==> config.mk <==
export PLATFORM = sky130hd
export DESIGN_NAME = hazard_scoreboard
export DESIGN_NICKNAME = d
export VERILOG_FILES = /design/src/rtl/hazard_scoreboard.sv
export SDC_FILE = /design/constraint.sdc
export NUM_CORES = 1
export LEC_CHECK = 0
export CORE_MARGIN = 5
export CORE_UTILIZATION = 50
export DETAILED_ROUTE_END_ITERATION = 8
export PLACE_DENSITY = 0.9
export SLEW_MARGIN = 20
export SYNTH_ARGS = -nofsm -noshare
export SYNTH_HDL_FRONTEND = slang
export SYNTH_SLANG_ARGS = --single-unit
==> constraint.sdc <==
create_clock -name clk -period 2.4 [get_ports clk]
set_clock_uncertainty 0.05 [all_clocks]
set_input_delay 0.24 -clock clk [delete_from_list [all_inputs] [get_ports clk]]
set_output_delay 0.24 -clock clk [all_outputs]
set_load 0.01 [all_outputs]
==> src/rtl/hazard_scoreboard.sv <==
// Issue-side hazard scoreboard: tracks in-flight destinations over DEPTH stages
// and picks forward sources or stalls for each source operand of the issuing instruction.
module hazard_scoreboard #(
  parameter int unsigned NREG       = 32,
  parameter int unsigned DEPTH      = 3,
  parameter int unsigned ALU_AVAIL  = 0,
  parameter int unsigned LOAD_AVAIL = 2,
  parameter int unsigned CNT_W      = 16,
  localparam int unsigned RW        = $clog2(NREG),
  localparam int unsigned SW        = $clog2(DEPTH + 1)
) (
  input  logic             clk,
  input  logic             reset,
  input  logic             issue_valid,
  input  logic [RW-1:0]    issue_rd,
  input  logic             issue_wen,
  input  logic             issue_is_load,
  input  logic [RW-1:0]    issue_rs1,
  input  logic [RW-1:0]    issue_rs2,
  input  logic             issue_use1,
  input  logic             issue_use2,
  input  logic             flush,
  output logic             stall,
  output logic [SW-1:0]    fwd_sel1,
  output logic [SW-1:0]    fwd_sel2,
  output logic [CNT_W-1:0] stall_count
);

  logic [DEPTH-1:0] vld_q, vld_d;
  logic [DEPTH-1:0] ld_q, ld_d;
  logic [RW-1:0]    rd_q [DEPTH];
  logic [RW-1:0]    rd_d [DEPTH];
  logic [CNT_W-1:0] cnt_q, cnt_d;

  logic [RW-1:0]    src [2];
  logic [1:0]       use_v;
  logic [1:0]       found;
  logic [1:0]       nready;
  logic [SW-1:0]    sel [2];
  logic             accept;

  // Ascending scan with a found flag so the youngest (lowest stage) match wins.
  always_comb begin
    src[0] = issue_rs1;
    src[1] = issue_rs2;
    use_v  = {issue_use2, issue_use1};
    found  = '0;
    nready = '0;
    sel[0] = '0;
    sel[1] = '0;
    for (int unsigned s = 0; s < 2; s++) begin
      if (use_v[s] && (src[s] != '0)) begin
        for (int unsigned k = 0; k < DEPTH; k++) begin
          if (!found[s] && vld_q[k] && (rd_q[k] == src[s])) begin
            found[s] = 1'b1;
            if (k >= (ld_q[k] ? LOAD_AVAIL : ALU_AVAIL)) sel[s] = SW'(k + 1);
            else                                          nready[s] = 1'b1;
          end
        end
      end
    end
  end

  assign stall       = issue_valid & ~flush & (|nready);
  assign accept      = issue_valid & issue_wen & ~stall & ~flush & (issue_rd != '0);
  assign fwd_sel1    = sel[0];
  assign fwd_sel2    = sel[1];
  assign stall_count = cnt_q;

  always_comb begin
    vld_d[0] = accept;
    rd_d[0]  = issue_rd;
    ld_d[0]  = issue_is_load;
    for (int unsigned k = 1; k < DEPTH; k++) begin
      vld_d[k] = vld_q[k-1];
      rd_d[k]  = rd_q[k-1];
      ld_d[k]  = ld_q[k-1];
    end
    cnt_d = cnt_q;
    if (stall && (cnt_q != '1)) cnt_d = cnt_q + CNT_W'(1);
  end

  always_ff @(posedge clk) begin
    if (reset) begin
      vld_q <= '0;
      ld_q  <= '0;
      cnt_q <= '0;
      for (int unsigned k = 0; k < DEPTH; k++) rd_q[k] <= '0;
    end else begin
      vld_q <= vld_d;
      ld_q  <= ld_d;
      rd_q  <= rd_d;
      cnt_q <= cnt_d;
    end
  end

endmodule

==> results of run 1 <==
==> worst max-delay path: stages (launching register included) <==
cell	delay, ps
dfxtp_2	350
xor2_1	180
nor4_1	350
and3_1	270
mux2_4	330
a22oi_2	240
buf_6	180
buf_12	140
nor4_4	40
mux2_4	300
==> path summary, 6_finish.rpt <==
path	startpoint	endpoint	depth (start not counted)
worst min-delay path	issue_rs2[2]	vld_q[0]$_SDFF_PP0_	4
worst max-delay path	rd_d[9]$_SDFF_PP0_	stall_count[6]$_SDFFE_PP0P_	9
worst max register to register	rd_d[9]$_SDFF_PP0_	stall_count[6]$_SDFFE_PP0P_	9
worst min register to register	rd_d[2]$_SDFF_PP0_	rd_q[2]$_SDFF_PP0_	1
==> per-stage QoR <==
step / instances / TNS [ps] / setup WS (ps) / hold WS (ps) / cell area [sq um]
2_1_floorplan: 219 / 0 / 276 / 318 / 1930
3_3_place_gp: 326 / -5880 / -448 / 435 / 2570
3_5_place_dp: 326 / -5950 / -500 / 437 / 2570
4_1_cts: 337 / 0 / 3.32 / 449 / 2750
5_1_grt: 340 / -4070 / -299 / 417 / 3010
6_report: 340 / -1420 / -145 / 415 / 3010
==> flip-flops by register name (all words and copies together), names as in the netlist <==
name and flops:
ld_q 2, rd_q 5, vld_q 3, rd_d 10, stall_count 16
==> cell type report <==
class	count	area, sq um	area share, %
Multi-Input combinational cell	168	1380	45.8
Sequential cell	36	731	24.3
Timing Repair Buffer	74	731	24.3
Clock buffer	8	90.1	2.99
Tap cell	48	60.1	1.99
Inverter	6	22.5	0.748
==> power groups by stage <==
stage	registers, mW	clock network (mW)	logic [mW]
after floorplan	0.633	0	0.0603
after detailed placement	0.637	0	0.140
after global placement	0.636	0	0.137
after CTS	0.624	0.445	0.146
final	0.626	0.451	0.162
after global routing	0.626	0.493	0.172
==> per-layer routing <==
metal / global-route usage [%] / vias up
met1: 26.6 / 961
li1: - / 936
met2: 35.6 / 92
met4: 12.3 / 0
met5: 0 / -
met3: 4.85 / 30
==> cell usage after synthesis <==
| library cell | n | area [sq um] |
|---|---|---|
| dfxtp_1 | 36 | 721 |
| xor2_1 | 22 | 193 |
| nor2b_1 | 21 | 131 |
| or4_1 | 15 | 113 |
| a21oi_1 | 14 | 70.1 |
| nor2_1 | 12 | 45.0 |
| nand3_1 | 10 | 50.1 |
| o31ai_1 | 10 | 75.1 |
| nor4_1 | 9 | 56.3 |
| nand2_1 | 8 | 30.0 |
| xnor2_1 | 8 | 70.1 |
| clkbuf_1 | 6 | 22.5 |
| inv_1 | 6 | 22.5 |
| mux2_2 | 5 | 56.3 |
| o21ai_0 | 5 | 25.0 |
| and3_1 | 3 | 18.8 |
| nor3_1 | 3 | 15.0 |
| or3_1 | 3 | 18.8 |
| a21boi_0 | 2 | 15.0 |
| buf_4 | 2 | 15.0 |
| nand4_1 | 2 | 12.5 |
| nand4b_1 | 2 | 17.5 |
| nor4b_1 | 2 | 17.5 |
| o21a_1 | 2 | 15.0 |
| a211oi_1 | 1 | 7.51 |
| a221oi_1 | 1 | 8.76 |
| a22oi_2 | 1 | 12.5 |
| and3_2 | 1 | 7.51 |
| and4_1 | 1 | 8.76 |
| buf_6 | 1 | 11.3 |
| ha_1 | 1 | 12.5 |
| mux2_4 | 1 | 15.0 |
| nand2b_1 | 1 | 6.26 |
| nand3b_1 | 1 | 7.51 |
| o21ai_1 | 1 | 5.00 |
==> timing repair <==
action,4_1_cts,5_1_grt
gates cloned,0,2
endpoints found under the hold margin,0,0
pin swaps,11,31
gates resized for setup,39,54
setup buffers,3,2
hold buffers,0,0
endpoints found under the setup margin,6,20
==> kinds of logic (layout without fill, tap and decap cells) <==
logic type	count (synthesis)	after routing	synth area share (%)
AND/OR/NAND/NOR	94	94	28.8
flip-flops	36	36	37.4
buffers and inverters	15	88	3.70
multiplexers	6	6	3.70
XOR/XNOR	30	30	13.6
adder cells (fa/ha/maj)	1	1	0.649
AO/OA/AOI/OAI	37	37	12.1
==> impl_results.md, run 1 <==
- Top Layer Used: met4
- Layout Utilization: 81.7%
- Count of input and output buffers: 43
- Final setup viols: 16
- Final hold vios: 0
- Reg-to-reg setup timing slack: -140 ps
- Starting Density: 52.3%
- Mapped Nets: 243
- Slew margin rel.: 66.2%
- Max Cap Viol: 0
- Synth Instances: 219
- RSZ-0062 raised after global routing: true
- GRT Overall Usage: 21.9%
- Number of global-route vias before repair: between 1,500 and 2,000
- Clock power share: 36.4%
- Die Ht: 72.1 um
- Initial antenna violation count: 0
- Highest-count cells in the layout ignoring fill and taps: dfxtp_1 (30), clkdlybuf4s50_1 (28), buf_4 (23)
- Drt wl/cell: 19.7 um
- Vias: 2,019
- Total grt overflow: 0
- Setup ws final: -145 ps
- Met3 routed WL: 436 um
- Pwr Density: 411 nW/um^2
- Cell Int Power: 927 uW
- Final nets: 315
- Failing checks: negative setup slack
- Status: finished with violations
- Warnings, synthesis: 0
- Switching portion of total power: 25.1%
- First-pass GRT wire length: 8.98 mm
- Flop pwr share: 50.5%
- Met2 routed WL: 3.42 mm
- # diodes: 0
- Cts bufs inserted: 5
- Max Slew Vio Count: 0
- Post-route DRC: 0
- WS Path Type: reg -> reg
- Core area: around 3700 sq um
- Antenna Nets Post-Route: 0
- Metal-1 WL: 2.54 mm
- Vias/cell: 5.94
- Slew @ Worst Pin: 505 ps
- Comb power frac: 13.0%
- Initial DRT Pass Iterations: 4
- Leakage: 1.14 nW
- Clock Path Buffers: 2
- Die area: 5200 sq um
- Fmax: 393 MHz
- Synthesis-to-layout area growth: 56.3%
- IO Pins: 44
- Die width: about 72 um
- Period Utilization, post-route: 106%
- WP data required: 2540 ps
- CTS Sinks: 36
- Min cycle time layout: 2540 ps
- Final wirelength: 6.69 mm
- Crit path DAT: 2680 ps
- Critical Path End Type: flop
- Filler Cell Count: approximately 220
- Crit path launch type: flop
- Clock Root Buffer: clkbuf_8
- Commonest non-fill, non-tap cell in the layout: dfxtp_1
- Yosys cell types: 35
- DRT iter0 DRCs: 140
- P_sw: around 310 uW
- H-tree levels: 2
- Worst min path class: in -> reg
- FF+latch count, synth: 36
- Worst-path clk slew: 70 ps
- Peak supply drop: 0.000385 V
- Synthesized area: between 1500 and 2000 sq um
- Synth Area per Inst: ~8.8 sq um
- Critical Path Fanout Max: 6
- Total Power: 1.24 mW
- CTS tree: built
- RePlAce Congestion: 0.914
- Layout cells sized above 1: 31.5%
- Detail Placement HPWL: between 3 and 4 mm
- Sequential fraction of the synthesis area: 37.4%
- Number of cell rows: 22
- Clk_lat worst skew: 290 ps
- Largest net degree at the start of global routing: 26
Power figures use the tool's default switching activity.
==> run 2: changes to the inputs <==
- ABC_AREA: unset -> 1
- CORE_MARGIN: 5 -> unset
- CORE_UTILIZATION: 50 -> 51
- PLACE_DENSITY: 0.9 -> 0.89
==> impl_results.md, run 2 <==
- Status: complete, no violations
- Slew @ Worst Pin: 369 ps (-136 ps)
- Vias: 2,348 (+16%)
- DRT iter0 DRCs: 186 (+33%)
- Critical path launch point: issue_rs2[2]
- Max reg flops: 16 (unchanged)
- Fmax: 438 MHz (+11%)
- Layout cells sized above 1: 12.9% (-19 points)
- Number of cell rows: 23 (+4.5%)
- Drt wl/cell: 13.2 um (-33%)
- IO Pins: 44 (unchanged)
- Core area: 4030 sq um (+9.2%)
- CTS resizes: 9 (-77%)
- Die area: 4490 sq um (-14%)
- Leakage: 1.19 nW (+5.0%)
- Clock power share: 37.3% (+0.9 points)
- Setup TNS Final: 0 ps (+1420 ps)
- Synth Instances: 337 (+54%)
- Layout Utilization: 70.2% (-11 points)
- Worst-path clk slew: 60 ps (about the same)
- Hold path start: ld_q[0]$_SDFF_PP0_
- CP peak stage delay: 560 ps (+210 ps)
- WP data required: 2110 ps (-430 ps)
- Reg2reg start: stall_count[1]$_SDFFE_PP0P_
- Warnings, synthesis: 0 (unchanged)
- Leading cell types by count after synthesis: nand2_1 (88), nor2_1 (58), inv_1 (42)
- Synthesis-to-layout area growth: 31.2%
- Largest net degree at the start of global routing: 33 (+27%)
- Post-route DRC: 0 (unchanged)
- Starting Density: 53.5% (+1.3 points)
- Cell Int Power: 936 uW (+0.98%)
- Total grt overflow: 0 (unchanged)
- Final wirelength: 5.86 mm (-12%)
- Period Utilization, post-route: 95.2% (-11 points)
- Final hold vios: 0 (unchanged)
- Most common cell in the netlist: nand2_1
- Commonest non-fill, non-tap cell in the layout: nand2_1
- Most frequent cell on the critical path: nand2_1
- Crit path launch type: input pin
- CP Cell Sequence: clkdlybuf4s50_1 > inv_2 > nand2_1 > nand2_1 > nor2_2 > nand4_1 > or2_2 > a21oi_1 > dlygate4sd2_1
- Highest-count cells in the layout ignoring fill and taps: nand2_1 (88), nor2_1 (56), inv_1 (41)
- H-tree levels: 2 (unchanged)
- CTS Sinks: 36 (unchanged)
- RSZ-0062 raised after global routing: false
- Clock Path Buffers: 2 (unchanged)
- Clock Root Buffer: clkbuf_8
- Min cycle time layout: 2280 ps (-261 ps)
- Critical Path End Type: output port
- Worst min path class: reg -> reg
- Flop pwr share: 50.3% (-0.2 points)
- RePlAce Congestion: 0.939 (+2.7%)
- Hold buffers post-CTS: 0 (unchanged)
- Top cell type's share of synthesized area: 33.4% (-4.0 points)
- Final setup viols: 0 (-16)
- Number of global-route vias before repair: 2,207 (+16%)
- Peak supply drop: 0.000386 V (+0.32%)
- Count of input and output buffers: 43 (unchanged)
- WS Path Type: in -> out
- Switching portion of total power: 24.1% (-1.0 points)
- Pwr Density: 436 nW/um^2 (+6.1%)
- Hold_ws: 405 ps (-9.63 ps)
- Clk_lat worst skew: 290 ps (about the same)
- Top post-synthesis cells by area: dfxtp_1 (33%), nand2_1 (15%), nor2_1 (10%), inv_1 (7.3%), nand4_1 (6.1%)
- # diodes: 0 (unchanged)
- Filler Cell Count: 356 (+65%)
- Critical Path Fanout Max: 4 (-2)
- Yosys cell types: 33 (-5.7%)
- Mapped Nets: 361 (+49%)
- Cts bufs inserted: 5 (unchanged)
- Die Ht: 67.0 um (-7.0%)
- FF+latch count, synth: 36 (unchanged)
- Vias/cell: 5.28 (-11%)
- Synthesized area: 2160 sq um (+12%)
- Synth async-reset ratio: 0% (unchanged)
- P_sw: 298 uW (-4.3%)
- Max Slew Vio Count: 0 (unchanged)
- Number of synthesized flops with an enable pin: 0 (unchanged)
- Initial antenna violation count: 0 (unchanged)
- Initial DRT Pass Iterations: 5 (+1)
- Max Cap Viol: 0 (unchanged)
- Detail Placement HPWL: 4.39 mm (+14%)
- Top cell type by total area after synthesis: dfxtp_1
- Comb power frac: 12.4% (-0.6 points)
- Predominant post-synthesis flop cell: dfxtp_1
- Post-CTS setup buffers: 0 (-3)
- First-pass GRT wire length: 9.65 mm (+7.4%)
- Die width: 67.0 um (-7.0%)
- GRT Overall Usage: 28.8% (+6.9 points)
- CTS tree: built
- Slew margin rel.: 75.2% (+9.0 points)
- Crit path DAT: 1990 ps (-690 ps)
- Antenna Nets Post-Route: 0 (unchanged)
- Final nets: 419 (+33%)
- Synth Area per Inst: 6.40 sq um (-27%)
- Slowest CP cell: clkdlybuf4s50_1
- Sequential fraction of the synthesis area: 33.4% (-4.0 points)
## run 2: changes by cell type after synthesis, moves of 8 or more
cell	before	now
inv_1	6	42
nand4_1	2	21
nor2b_1	21	0
a21oi_2	0	8
nor2_1	12	58
or4_1	15	0
nand2_1	8	88
o31ai_1	10	1
xor2_1	22	8
## run 2: through the flow
stage	worst slack (ps)	power (mW)	std cells	area, sq um
2_1_floorplan	515	0.702	337	2160
3_3_place_gp	-229	0.783	438	2720
3_5_place_dp	-245	0.783	438	2720
4_1_cts	74.9	1.24	445	2830
5_1_grt	1.11	1.29	445	2830
6_report	116	1.23	445	2830
## run 2: kinds of logic (layout without fill, tap and decap cells)
group | Yosys count | in the layout | share of synthesized area [%]
compound gates | 33 | 33 | 9.98
xor+xnor | 14 | 14 | 5.68
fa+ha+maj | 1 | 1 | 0.580
buf+inv | 58 | 116 | 11.0
flops | 36 | 36 | 33.4
simple gates | 195 | 195 | 39.3
## run 2: area by class of cell
type | count | area (sq um) | area share (%)
Multi-Input combinational cell | 243 | 1210 | 42.9
Sequential cell | 36 | 721 | 25.5
Timing Repair Buffer | 60 | 553 | 19.5
Inverter | 49 | 184 | 6.50
Clock buffer | 7 | 96.3 | 3.40
Tap cell | 50 | 62.6 | 2.21
## run 2: final timing paths
path / end / cells after the start / slack, ps
worst max-delay path: fwd_sel2[1] / 9 / 120
worst min-delay path: ld_q[1]$_SDFF_PP0_ / 2 / 410
worst max register to register: stall_count[14]$_SDFFE_PP0P_ / 8 / 230
worst min register to register: ld_q[1]$_SDFF_PP0_ / 2 / 410
## run 2: power by group through the flow
stage          clock (mW)  combinational (mW)  sequential (mW)
3_3_place_gp            0               0.149            0.634
5_1_grt             0.496               0.170            0.621
4_1_cts             0.467               0.152            0.620
6_report            0.460               0.153            0.621
2_1_floorplan           0              0.0725            0.630
3_5_place_dp            0               0.150            0.634
## run 2: worst max-delay path, delay by kind of cell
family                 cells  cell delay (ps)
buffers and inverters      3              930
AND/OR/NAND/NOR            5              670
AO/OA/AOI/OAI              1              150
## run 2: per-layer routing
metal  GRT usage, %  vias up  wire (um)
li1               -     1181          -
met1           35.2     1070       2560
met2           49.0       85       2840
met3           5.82       12        341
met4           10.4        0        110
met5              0        -          0
